`src/rtl/redun_sq_sequencer_pkg.sv`:
```
// redun_sq_sequencer_pkg: operand type, error codes and sequencer state encoding shared by the squaring sequencer
package redun_sq_sequencer_pkg;
    localparam int NUM_WRDS = 4;
    localparam int WRD_W    = 32;
    typedef logic [NUM_WRDS*WRD_W-1:0] redun0_t;
    typedef enum logic [1:0] {ERR_NONE, ERR_TIMEOUT, ERR_LOCK, ERR_ABORT} redun_err_t;
    typedef enum logic [2:0] {ST_IDLE, ST_WAIT_LOCK, ST_ISSUE, ST_WAIT_RES, ST_DONE, ST_ERROR} redun_seq_state_t;
endpackage

```
`src/rtl/redun_sq_sequencer_if.sv`:
```
// redun_sq_sequencer_if: command, wrapper-squaring and result signals; master = sequencer side, slave = host/wrapper side
interface redun_sq_sequencer_if #(
    parameter int ITER_W = 64
) ();
    import redun_sq_sequencer_pkg::*;
    logic              i_cmd_val;
    logic              o_cmd_rdy;
    redun0_t           i_cmd_sq;
    logic [ITER_W-1:0] i_cmd_iter;
    logic              i_abort;
    logic              o_start;
    redun0_t           o_sq;
    logic              i_valid;
    redun0_t           i_sq;
    logic              i_locked;
    logic              o_res_val;
    logic              i_res_rdy;
    redun0_t           o_res;
    redun_err_t        o_res_err;
    logic [ITER_W-1:0] o_iter_done;
    logic              o_stray;
    modport master (
        input  i_cmd_val, i_cmd_sq, i_cmd_iter, i_abort, i_valid, i_sq, i_locked, i_res_rdy,
        output o_cmd_rdy, o_start, o_sq, o_res_val, o_res, o_res_err, o_iter_done, o_stray
    );
    modport slave (
        output i_cmd_val, i_cmd_sq, i_cmd_iter, i_abort, i_valid, i_sq, i_locked, i_res_rdy,
        input  o_cmd_rdy, o_start, o_sq, o_res_val, o_res, o_res_err, o_iter_done, o_stray
    );
endinterface

```
`src/rtl/redun_sq_sequencer.sv`:
```
// redun_sq_sequencer: iterated-squaring controller; ports i_clk, i_rst_n (async active-low), bus (command in, square issue/return, result out)
module redun_sq_sequencer
    import redun_sq_sequencer_pkg::*;
#(
    parameter int ITER_W      = 64,
    parameter int TIMEOUT_CYC = 4096
) (
    input logic                  i_clk,
    input logic                  i_rst_n,
    redun_sq_sequencer_if.master bus
);
    localparam int WD_W = $clog2(TIMEOUT_CYC);
    redun_seq_state_t  state, nxt;
    redun_err_t        err_nxt;
    redun0_t           cur, cur_nxt;
    logic [ITER_W-1:0] rem;
    logic [WD_W-1:0]   wd;
    logic              accept, adv, tmo, fin;
    assign accept  = state == ST_IDLE && bus.o_cmd_rdy && bus.i_cmd_val;
    assign adv     = state == ST_WAIT_RES && bus.i_valid && !bus.i_abort && bus.i_locked;
    assign tmo     = wd == WD_W'(TIMEOUT_CYC - 1);
    assign cur_nxt = accept ? bus.i_cmd_sq : adv ? bus.i_sq : cur;
    assign fin     = nxt == ST_DONE || nxt == ST_ERROR;
    assign err_nxt = bus.i_abort ? ERR_ABORT : !bus.i_locked ? ERR_LOCK : ERR_TIMEOUT;
    assign bus.o_sq = cur;
    always_comb begin
        nxt = state;
        case (state)
            ST_IDLE:      nxt = !accept ? ST_IDLE : bus.i_cmd_iter == '0 ? ST_DONE : ST_WAIT_LOCK;
            ST_WAIT_LOCK: nxt = bus.i_abort ? ST_ERROR : bus.i_locked ? ST_ISSUE : ST_WAIT_LOCK;
            ST_ISSUE:     nxt = bus.i_abort ? ST_ERROR : ST_WAIT_RES;
            ST_WAIT_RES:  nxt = adv ? (rem == ITER_W'(1) ? ST_DONE : ST_ISSUE)
                              : bus.i_abort || !bus.i_locked || tmo ? ST_ERROR : ST_WAIT_RES;
            default:      nxt = bus.i_res_rdy ? ST_IDLE : state;
        endcase
    end
    always_ff @(posedge i_clk or negedge i_rst_n) begin
        if (!i_rst_n) begin
            state           <= ST_IDLE;
            cur             <= '0;
            rem             <= '0;
            wd              <= '0;
            bus.o_cmd_rdy   <= 1'b0;
            bus.o_start     <= 1'b0;
            bus.o_res_val   <= 1'b0;
            bus.o_res       <= '0;
            bus.o_res_err   <= ERR_NONE;
            bus.o_iter_done <= '0;
            bus.o_stray     <= 1'b0;
        end else begin
            state           <= nxt;
            cur             <= cur_nxt;
            rem             <= accept ? bus.i_cmd_iter : adv ? rem - ITER_W'(1) : rem;
            wd              <= state == ST_WAIT_RES ? wd + WD_W'(1) : '0;
            bus.o_cmd_rdy   <= nxt == ST_IDLE;
            bus.o_start     <= nxt == ST_ISSUE;
            bus.o_res_val   <= fin;
            bus.o_res       <= fin ? cur_nxt : bus.o_res;
            bus.o_res_err   <= accept ? ERR_NONE : nxt == ST_ERROR && state != ST_ERROR ? err_nxt : bus.o_res_err;
            bus.o_iter_done <= accept ? '0 : adv ? bus.o_iter_done + ITER_W'(1) : bus.o_iter_done;
            bus.o_stray     <= (bus.o_stray && !accept) || (bus.i_valid && state != ST_WAIT_RES);
        end
    end
endmodule

```
`src/flat_wrapper.sv`:
```
// flat-port wrapper written by rule: the top's interface ports become plain ports
module redun_sq_sequencer_flat import redun_sq_sequencer_pkg::*;
#(
    parameter int ITER_W      = 64,
    parameter int TIMEOUT_CYC = 4096
)
  (i_clk, i_rst_n, bus_i_cmd_val, bus_i_cmd_sq, bus_i_cmd_iter, bus_i_abort, bus_i_valid, bus_i_sq, bus_i_locked, bus_i_res_rdy, bus_o_cmd_rdy, bus_o_start, bus_o_sq, bus_o_res_val, bus_o_res, bus_o_res_err, bus_o_iter_done, bus_o_stray);
  redun_sq_sequencer_if #(.ITER_W(ITER_W)) bus_i ();
  input logic i_clk;
  input logic i_rst_n;
  input wire logic [$bits(bus_i.i_cmd_val)-1:0] bus_i_cmd_val;
  input wire logic [$bits(bus_i.i_cmd_sq)-1:0] bus_i_cmd_sq;
  input wire logic [$bits(bus_i.i_cmd_iter)-1:0] bus_i_cmd_iter;
  input wire logic [$bits(bus_i.i_abort)-1:0] bus_i_abort;
  input wire logic [$bits(bus_i.i_valid)-1:0] bus_i_valid;
  input wire logic [$bits(bus_i.i_sq)-1:0] bus_i_sq;
  input wire logic [$bits(bus_i.i_locked)-1:0] bus_i_locked;
  input wire logic [$bits(bus_i.i_res_rdy)-1:0] bus_i_res_rdy;
  output wire logic [$bits(bus_i.o_cmd_rdy)-1:0] bus_o_cmd_rdy;
  output wire logic [$bits(bus_i.o_start)-1:0] bus_o_start;
  output wire logic [$bits(bus_i.o_sq)-1:0] bus_o_sq;
  output wire logic [$bits(bus_i.o_res_val)-1:0] bus_o_res_val;
  output wire logic [$bits(bus_i.o_res)-1:0] bus_o_res;
  output wire logic [$bits(bus_i.o_res_err)-1:0] bus_o_res_err;
  output wire logic [$bits(bus_i.o_iter_done)-1:0] bus_o_iter_done;
  output wire logic [$bits(bus_i.o_stray)-1:0] bus_o_stray;
  assign bus_i.i_cmd_val = bus_i_cmd_val;
  assign bus_i.i_cmd_sq = bus_i_cmd_sq;
  assign bus_i.i_cmd_iter = bus_i_cmd_iter;
  assign bus_i.i_abort = bus_i_abort;
  assign bus_i.i_valid = bus_i_valid;
  assign bus_i.i_sq = bus_i_sq;
  assign bus_i.i_locked = bus_i_locked;
  assign bus_i.i_res_rdy = bus_i_res_rdy;
  assign bus_o_cmd_rdy = bus_i.o_cmd_rdy;
  assign bus_o_start = bus_i.o_start;
  assign bus_o_sq = bus_i.o_sq;
  assign bus_o_res_val = bus_i.o_res_val;
  assign bus_o_res = bus_i.o_res;
  assign bus_o_res_err = bus_i.o_res_err;
  assign bus_o_iter_done = bus_i.o_iter_done;
  assign bus_o_stray = bus_i.o_stray;
  redun_sq_sequencer #(.ITER_W(ITER_W), .TIMEOUT_CYC(TIMEOUT_CYC)) u_core (.i_clk(i_clk), .i_rst_n(i_rst_n), .bus(bus_i));
endmodule
```
`config.mk`:
```
export PLATFORM = sky130hd
export DESIGN_NAME = redun_sq_sequencer_flat
export DESIGN_NICKNAME = d
export VERILOG_FILES = /design/src/rtl/redun_sq_sequencer_pkg.sv /design/src/rtl/redun_sq_sequencer_if.sv /design/src/rtl/redun_sq_sequencer.sv /design/src/flat_wrapper.sv
export SDC_FILE = /design/constraint.sdc
export NUM_CORES = 1
export LEC_CHECK = 0
export BUFFER_PORTS_ARGS = -buffer_cell sky130_fd_sc_hd__buf_2
export CORE_AREA = 4 4 252 254
export DETAILED_ROUTE_END_ITERATION = 8
export DIE_AREA = 0 0 256 258
export SYNTH_ARGS = -nofsm -noshare
export SYNTH_HDL_FRONTEND = slang
export SYNTH_SLANG_ARGS = --single-unit
```
`constraint.sdc`:
```
create_clock -name i_clk -period 6.5 [get_ports i_clk]
set_input_delay 0 -clock i_clk [delete_from_list [all_inputs] [get_ports i_clk]]
set_output_delay 0 -clock i_clk [all_outputs]
set_load 0.005 [all_outputs]
```
==> results of run 1 <==
[per-layer routing]
layer / GRT usage [%] / routed length, microns / up-vias
li1: - / - / 8026
met3: 5.20 / 5760 / 179
met4: 6.67 / 2360 / 0
met1: 25.0 / 27900 / 8695
met5: 0 / 0 / -
met2: 32.5 / 32700 / 932
[cell families (layout without fill, tap and decap cells)]
family,Yosys count,after routing,share of synthesized area [%]
and+or+nand+nor,706,706,17.7
muxes,130,130,9.91
xor gates and xnor gates,69,69,3.26
DFF,405,405,54.7
adders and majority gates,4,4,0.270
other,0,1,0
AOI/OAI and AO/OA,281,281,10.9
buffers and inverters,110,1092,3.32
[worst max-delay path, delay by kind of cell, from the launching register on]
family                 cells  cell delay [ns]
multiplexers               1             0.35
buffers and inverters      1             0.42
AND/OR/NAND/NOR            4             1.84
AO/OA/AOI/OAI              2             0.95
flip-flops                 1             0.42
[what timing repair did]
item | 4_1_cts | 5_1_grt
hold buffers | 324 | 0
gates resized for setup | 0 | 0
setup endpoints to repair | 0 | 0
endpoints found under the hold margin | 395 | 0
[synthesized netlist by cell type, drive strengths merged (14+ instances only)]
library cell and count:
nor3 25, nor2 101, and3 19, nand3 54, or3 24, mux2 128
dfrtp 405, xnor2 25, o311ai 21, o211ai 17, buf 28, nand4 28
a22oi 138, nand2 355, and2 14, nor4 41, o21ai 43, xor2 44
clkbuf 67, or4 17, a21oi 27, inv 15
[final timing paths]
path / startpoint / end / slack [ns] / cells past startpoint
max: u_core.rem[24] / u_core.bus.o_res[96] / 2.24 / 8
min: i_rst_n / u_core.rem[5] / 0.005 / 2
max reg2reg: u_core.rem[24] / u_core.bus.o_res[96] / 2.24 / 8
min reg2reg: u_core.wd[0] / u_core.wd[0] / 0.48 / 1
max in group asynchronous: i_rst_n / u_core.bus.o_sq[107] / 5.04 / 3
min in group i_clk: bus_i_sq[116] / u_core.bus.o_sq[116] / 0.01 / 3
[registers in the layout (all words and copies together) (netlist names)]
signal	flops
u_core.rem	64
u_core.bus.o_cmd_rdy	1
u_core.wd	12
u_core.bus.o_iter_done	64
u_core.bus.o_res	128
u_core.state	3
u_core.bus.o_res_val	1
u_core.bus.o_res_err	2
u_core.bus.o_start	1
u_core.bus.o_sq	128
u_core.bus.o_stray	1
[cell type report]
cell class                      instances  area (sq um)  area share, %
Sequential cell                       405         10100           37.2
Multi-Input combinational cell       1190          7800           28.6
Timing Repair Buffer                  992          6700           24.6
Clock buffer                           72          1440           5.29
Tap cell                              790           988           3.62
Clock inverter                         13           154          0.564
Inverter                               15          56.3          0.206
Antenna cell                            1          2.50        0.00917
[where the power goes]
group	switching, mW	leakage (nW)	internal [mW]
Combinational	2.16	7.21	2.14
Sequential	0.644	5.20	3.47
Clock	1.06	0.787	1.64
Total	3.86	13.2	7.26
==> out/qor.csv, run 1 <==
metric;value;unit
antenna violations before repair;2;
Syn Std Cell Area;18500;sq um
most common cell after layout, fill and taps aside;buf_2;
Post-synth top flop;dfrtp_1;
Num CTS Buffers;47;
fin area;27300;sq um
nets@finish;2982;
Netlist cell types;59;
die width;256;microns
Area Overhead vs Synth;47.2;%
H-tree levels;2;
Wirelength per Cell;19.8;microns
initial DRC count;1696;
grt ovf;0;
final hold vios;0;
postcts setup bufs;0;
CP max stage delay;0.71;ns
MaxCap Viol Count;0;
Syn. warnings;0;
fin cells;3478;
Pwr Total;11.1;mW
WL final;68700;microns
Worst Path Class, Setup;register to register;
Slew @ Worst Pin;1.28;ns
commonest cells after routing, fill and taps aside;buf_2, dfrtp_1, nand2_1;
layout cell share with drive strength beyond 1;32.8;%
Site Rows;91;
IO buf count;652;
top post-synthesis cells by area;dfrtp_1, mux2_4, nand2_1;
worst slack, placed;2.21;ns
DRC violation count after routing;0;
post-DP HPWL;47300;microns
post-synth top area cell;dfrtp_1;
Hold Slack;0.00501;ns
Cells after DPL;3068;
crit-path max FO;66;
worst setup margin;2.24;ns
RSZ-0062 raised after global routing;no;
Initial Util;30.3;%
Leakage;13.2;nW
share of the synthesized area in the top cell type;54.7;%
Max VDD drop;0.205;mV
largest net degree at the start of global routing;171;
# setup viols final;0;
DP Area;22400;sq um
CP arrival;4.71;ns
Tmin final;4.26;ns
CP Launch Type;register;
clk_skew;0.0175;ns
Pre-antenna DRT Iters;6;
clock slew at reported path FFs;0.06;ns
sequential fraction of the synthesis area;54.7;%
Top Ports;653;
crit path cell chain;or4_1 -> or3_1 -> nor4_2 -> a31oi_1 -> or3_4 -> a21oi_4 -> buf_12 -> mux2_4;
pwr/cell area;408;nW/um^2
max-slew violation count;0;
EDFF count, synth;0;
worst skew pair latency;0.57;ns
kind of end point of the critical path;register;
Mapped Avg Cell Area;10.9;sq um
synthesized net count;2036;
Clock Sink Count;405;
gr usage total;19.6;%
HP Class;input port to async pin;
via count;17800;
setup TNS;0;ns
slowest stage cell, crit path;a21oi_4;
vias per cell;5.13;
Synth Register Bits;405;
Async S/R FF share, synth;100;%
final core occ;44.5;%
Die ar.;66000;sq um
root buf cell;clkbuf_16;
Longest Clk Path Bufs;3;
core area;61300;sq um
status;completed;
first-pass GRT wire length;105000;microns
post-route ant nets;0;
die height;258;microns
fill count;5635;
cells after synthesis;1705;
Slew HR;13.8;%
Required @ worst endpoint;6.95;ns
vias in the first global route;18000;
Tcrit/Tclk final;65.6;%
Placer Congestion;0.886;
maximum achievable frequency;235;MHz
CTS tree;built;
Power figures use the tool's default switching activity.
==> inputs of run 2 (changes only) <==
Clock period 6.5 ns to 3.7 ns, I/O delays scaled along.
==> out/qor.csv, run 2 (same netlist as run 1, synthesis figures left out) <==
metric;value;unit;change
worst skew pair latency;0.56;ns;about the same
via count;18000;;+0.82%
layout cell share with drive strength beyond 1;33.4;%;+0.62 points
register share of total power;37.1;%;about the same
final core occ;44.9;%;+0.35 points
largest net degree at the start of global routing;149;;-13%
clock share of power;23.2;%;-1.1 points
Worst Path Class, Setup;register to register;;
Num CTS Buffers;47;;unchanged
NetSw;6.86;mW;+78%
initial DRC count;1640;;-3.3%
die width;256;microns;unchanged
Wirelength per Cell;20.1;microns;+1.6%
antenna violations before repair;3;;+1
Site Rows;91;;unchanged
maximum achievable frequency;286;MHz;+22%
crit-path max FO;17;;-74%
vias per cell;5.13;;+0.13%
Slew @ Worst Pin;1.03;ns;-0.248 ns
Top Ports;653;;unchanged
post-DP HPWL;48700;microns;+3.1%
CTS tree;built;;
final hold vios;0;;unchanged
Area Overhead vs Synth;48.3;%;
first-pass GRT wire length;108000;microns;+2.8%
gr usage total;20.2;%;+0.57 points
core area;61300;sq um;unchanged
post-route ant nets;0;;unchanged
cell internal pwr;12.7;mW;+75%
Leakage;13.3;nW;+0.95%
CP dominant cell by count;or4_4;;
Sw Share;35.1;%;+0.38 points
CP max stage delay;0.55;ns;-0.16 ns
Placer Congestion;0.904;;+2.0%
CP arrival;3.92;ns;-0.79 ns
Required @ worst endpoint;4.13;ns;-2.82 ns
crit path cell chain;or4_4 -> or4_4 -> nor4_2 -> a31oi_1 -> or3_4 -> a21oi_4 -> buf_12 -> buf_4 -> mux2_4;;
die height;258;microns;unchanged
Slew HR;31.1;%;+17 points
H-tree levels;2;;unchanged
max-slew violation count;0;;unchanged
nets@finish;3008;;+0.87%
Tmin final;3.49;ns;-0.771 ns
Pre-antenna DRT Iters;6;;unchanged
Logic pwr share;39.7;%;+1.0 points
# setup viols final;0;;unchanged
clk_skew;0.0182;ns;+0.000651 ns
most common cell after layout, fill and taps aside;buf_2;;
commonest cells after routing, fill and taps aside;buf_2, dfrtp_1, nand2_1;;
postcts setup bufs;0;;unchanged
DRC violation count after routing;0;;unchanged
slowest stage cell, crit path;or4_4;;
setup TNS;0;ns;unchanged
Longest Clk Path Bufs;3;;unchanged
HP Class;input port to register;;
grt ovf;0;;unchanged
Clock Sink Count;405;;unchanged
status;completed;;
fill count;5600;;-0.62%
Pwr Total;19.5;mW;+76%
root buf cell;clkbuf_16;;
pwr/cell area;711;nW/um^2;+74%
Die ar.;66000;sq um;unchanged
vias in the first global route;18700;;+3.6%
DP Area;22700;sq um;+1.4%
fin area;27500;sq um;+0.78%
clock slew at reported path FFs;0.06;ns;about the same
Antenna Diode Count;0;;-1
WL final;70300;microns;+2.3%
RSZ-0062 raised after global routing;no;;
Tcrit/Tclk final;94.4;%;+29 points
IO buf count;652;;unchanged
CP Launch Type;register;;
MaxCap Viol Count;0;;unchanged
Max VDD drop;0.482;mV;+130%
internal reg-to-reg setup slack;0.21;ns;-2.03 ns
kind of end point of the critical path;register;;
Initial Util;30.3;%;unchanged
run 2: final cells by class:
cell class                 count  area (sq um)  share of cell area [%]
inverter                      15          56.3                   0.205
timing repair buffer        1018          7010                    25.5
clock buffer                  68          1390                    5.05
clock inverter                16           118                   0.428
sequential                   405         10100                    36.9
multi-input combinational   1190          7800                    28.4
tap                          790           988                    3.60
run 2: path summary, 6_finish.rpt:
path | startpoint | to | depth (start not counted)
worst max-delay path | u_core.rem[47] | u_core.bus.o_res[85] | 9
worst min-delay path | bus_i_sq[116] | u_core.bus.o_sq[116] | 3
worst max register to register | u_core.rem[47] | u_core.bus.o_res[85] | 9
worst min register to register | u_core.bus.o_res[124] | u_core.bus.o_res[124] | 1
max in group asynchronous | i_rst_n | u_core.bus.o_sq[90] | 3
min in group asynchronous | i_rst_n | u_core.rem[9] | 2
run 2: timing repair:
item,in CTS,in global routing
resized for setup,0,0
hold endpoints to repair,422,0
hold buffers,324,0
run 2: per-stage QoR:
step                      std cells  hold slack (ns)  setup slack (ns)
after global placement         3094            0.148             0.261
after floorplan                1705           -0.296             0.618
after CTS                      3502           0.0135             0.161
final                          3502           0.0420             0.208
after global routing           3502           0.0723            0.0819
after detailed placement       3094            0.161             0.196
run 2: power groups by stage:
stage          clock network [mW]  registers (mW)  logic, mW
6_report                     4.53            7.25       7.76
3_3_place_gp                    0            7.19       7.08
2_1_floorplan                   0            7.14       4.33
5_1_grt                      4.84            7.43       8.40
4_1_cts                      4.68            7.20       7.73
3_5_place_dp                    0            7.22       7.27
run 2: critical path: cells and delay by family, from the launching register on:
kind / cells / cell delay, ns
AND/OR/NAND/NOR: 4 / 1.80
multiplexers: 1 / 0.31
flip-flops: 1 / 0.37
buffers and inverters: 2 / 0.45
AO/OA/AOI/OAI: 2 / 0.38
run 2: metal layers:
metal	share of wire [%]	wire, microns	up-vias	GRT usage (%)
met2	47	33100	935	32.8
met5	0.018	13	-	0
li1	-	-	8060	-
met1	40	27900	8746	25.3
met4	4.6	3220	2	8.88
met3	8.6	6080	236	5.79
==> inputs of run 3 (changes only) <==
==> constraint.sdc (replaced) <==
create_clock -name i_clk -period 3.7 [get_ports i_clk]
set_input_delay 0.185 -clock i_clk [delete_from_list [all_inputs] [get_ports i_clk]]
set_output_delay 0.185 -clock i_clk [all_outputs]
set_load 0.005 [all_outputs]
==> out/qor.csv, run 3 (same netlist as run 1, synthesis figures left out) <==
metric;value;unit;change
status;completed;;
crit-path max FO;20;;+3
Num CTS Buffers;46;;-2.1%
final hold vios;0;;unchanged
nets@finish;3005;;-0.10%
CP max stage delay;0.55;ns;about the same
Antenna Diode Count;0;;unchanged
Die ar.;66000;sq um;unchanged
Tmin final;3.55;ns;+0.0602 ns
post-route ant nets;0;;unchanged
Pwr Total;19.7;mW;+0.63%
NetSw;6.83;mW;-0.56%
Site Rows;91;;unchanged
post-DP HPWL;49100;microns;+0.66%
Required @ worst endpoint;4.14;ns;about the same
Slew HR;36.6;%;+5.6 points
clock slew at reported path FFs;0.06;ns;about the same
crit path cell chain;or4_4 -> or4_4 -> nor4_2 -> a31oi_1 -> or3_4 -> a21oi_4 -> buf_12 -> buf_12 -> mux2_4;;
post-cts resize count;0;;unchanged
root buf cell;clkbuf_16;;
crit path buf inv count;2;;unchanged
cell family with most CP delay;simple AND/OR/NAND/NOR gates;;
Tcrit/Tclk final;96.0;%;+1.6 points
grt ovf;0;;unchanged
Clock Sink Count;405;;unchanged
RSZ-0062 raised after global routing;no;;
fin cells;3496;;-0.17%
WL final;70600;microns;+0.33%
Slew @ Worst Pin;0.950;ns;-0.0836 ns
internal reg-to-reg setup slack;0.15;ns;-0.06 ns
Top Ports;653;;unchanged
worst skew pair latency;0.56;ns;about the same
postcts setup bufs;0;;unchanged
initial DRC count;1335;;-19%
CTS Hold Bufs;318;;-1.9%
Pre-antenna DRT Iters;8;;+2
register share of total power;36.8;%;-0.3 points
MaxCap Viol Count;0;;unchanged
vias in the first global route;18700;;+0.19%
Leakage;13.3;nW;+0.13%
IO buf count;652;;unchanged
die height;258;microns;unchanged
DRC violation count after routing;0;;unchanged
core area;61300;sq um;unchanged
vias per cell;5.13;;about the same
CTS tree;built;;
Cells after DPL;3098;;+0.13%
via count;17900;;-0.23%
layout cell share with drive strength beyond 1;33.5;%;+0.15 points
Logic pwr share;39.3;%;-0.4 points
max-slew violation count;0;;unchanged
fin area;27500;sq um;about the same
# setup viols final;0;;unchanged
Sw Share;34.7;%;-0.42 points
DP Area;22800;sq um;+0.13%
maximum achievable frequency;282;MHz;-1.7%
Initial Util;30.3;%;unchanged
clock share of power;23.9;%;+0.7 points
clk_skew;0.00960;ns;-0.00856 ns
Wirelength per Cell;20.2;microns;+0.50%
kind of end point of the critical path;register;;
setup TNS;0;ns;unchanged
first-pass GRT wire length;108000;microns;+0.69%
H-tree levels;2;;unchanged
largest net degree at the start of global routing;116;;-22%
die width;256;microns;unchanged
gr usage total;20.4;%;+0.22 points
Placer Congestion;0.917;;+1.4%
Longest Clk Path Bufs;3;;unchanged
cell internal pwr;12.8;mW;+1.3%
Area Overhead vs Synth;48.5;%;about the same
HP Class;input port to register;;
pwr/cell area;715;nW/um^2;+0.55%
CP Launch Type;register;;
Worst Path Class, Setup;register to register;;
Max VDD drop;0.433;mV;-10%
antenna violations before repair;3;;unchanged
CP arrival;3.99;ns;+0.07 ns
most common cell after layout, fill and taps aside;buf_2;;
slowest stage cell, crit path;or4_4;;
commonest cells after routing, fill and taps aside;buf_2, dfrtp_1, nand2_1;;
[run 3: changes by cell type in the layout (fill, tap and decap cells not counted), sizes merged]
cell         change
clkbuf           -3
buf              +4
bufinv           +3
clkinv           -4
dlygate4sd3      -6
[run 3: final cells by class]
| class | count | area [sq um] |
|---|---|---|
| fillers | 5569 | 33700 |
| flip-flops and latches | 405 | 10100 |
| multi-input cells | 1190 | 7800 |
| repair buffers | 1016 | 6980 |
| clock buffers | 65 | 1370 |
| well taps | 790 | 988 |
| clock inverters | 15 | 191 |
| inverters | 15 | 56.3 |
[run 3: path summary, 6_finish.rpt]
kind,from,endpoint,cells past startpoint
max,u_core.rem[47],u_core.bus.o_res[61],9
max in group asynchronous,i_rst_n,u_core.bus.o_res_err[1],4
min,bus_i_sq[99],u_core.bus.o_sq[99],3
max reg2reg,u_core.rem[47],u_core.bus.o_res[61],9
min in group asynchronous,i_rst_n,u_core.rem[2],2
min reg2reg,u_core.bus.o_sq[44],u_core.bus.o_sq[44],2
[run 3: stage by stage]
step	hold WS [ns]	utilization, %	setup slack (ns)
after floorplan	-0.111	-	0.618
after global routing	0.00704	44.9	0.0578
after global placement	0.286	37.2	0.214
after detailed placement	0.286	37.2	0.179
after CTS	0.00233	44.9	0.150
final	0.0235	44.9	0.148
[run 3: power by group through the flow]
| stage | Sequential (mW) | Combinational, mW | Clock (mW) |
|---|---|---|---|
| global route | 7.42 | 8.38 | 5.01 |
| CTS | 7.20 | 7.73 | 4.83 |
| global placement | 7.19 | 7.09 | 0 |
| finish | 7.23 | 7.73 | 4.70 |
| detailed placement | 7.22 | 7.28 | 0 |
| floorplan | 7.14 | 4.33 | 0 |
[run 3: worst register-to-register path: cells and delay by family, from the launching register on]
family / cells / cell delay [ns]
simple gates: 4 / 1.85
flops: 1 / 0.39
compound gates: 2 / 0.39
buf+inv: 2 / 0.49
mux: 1 / 0.32
[run 3: per-layer routing]
metal,track usage (%),wire length (microns),vias to the layer above
met1,25.3,28000,8697
met5,0,27,-
met3,5.05,5530,238
li1,-,-,8048
met4,9.86,3640,4
met2,33.5,33300,951
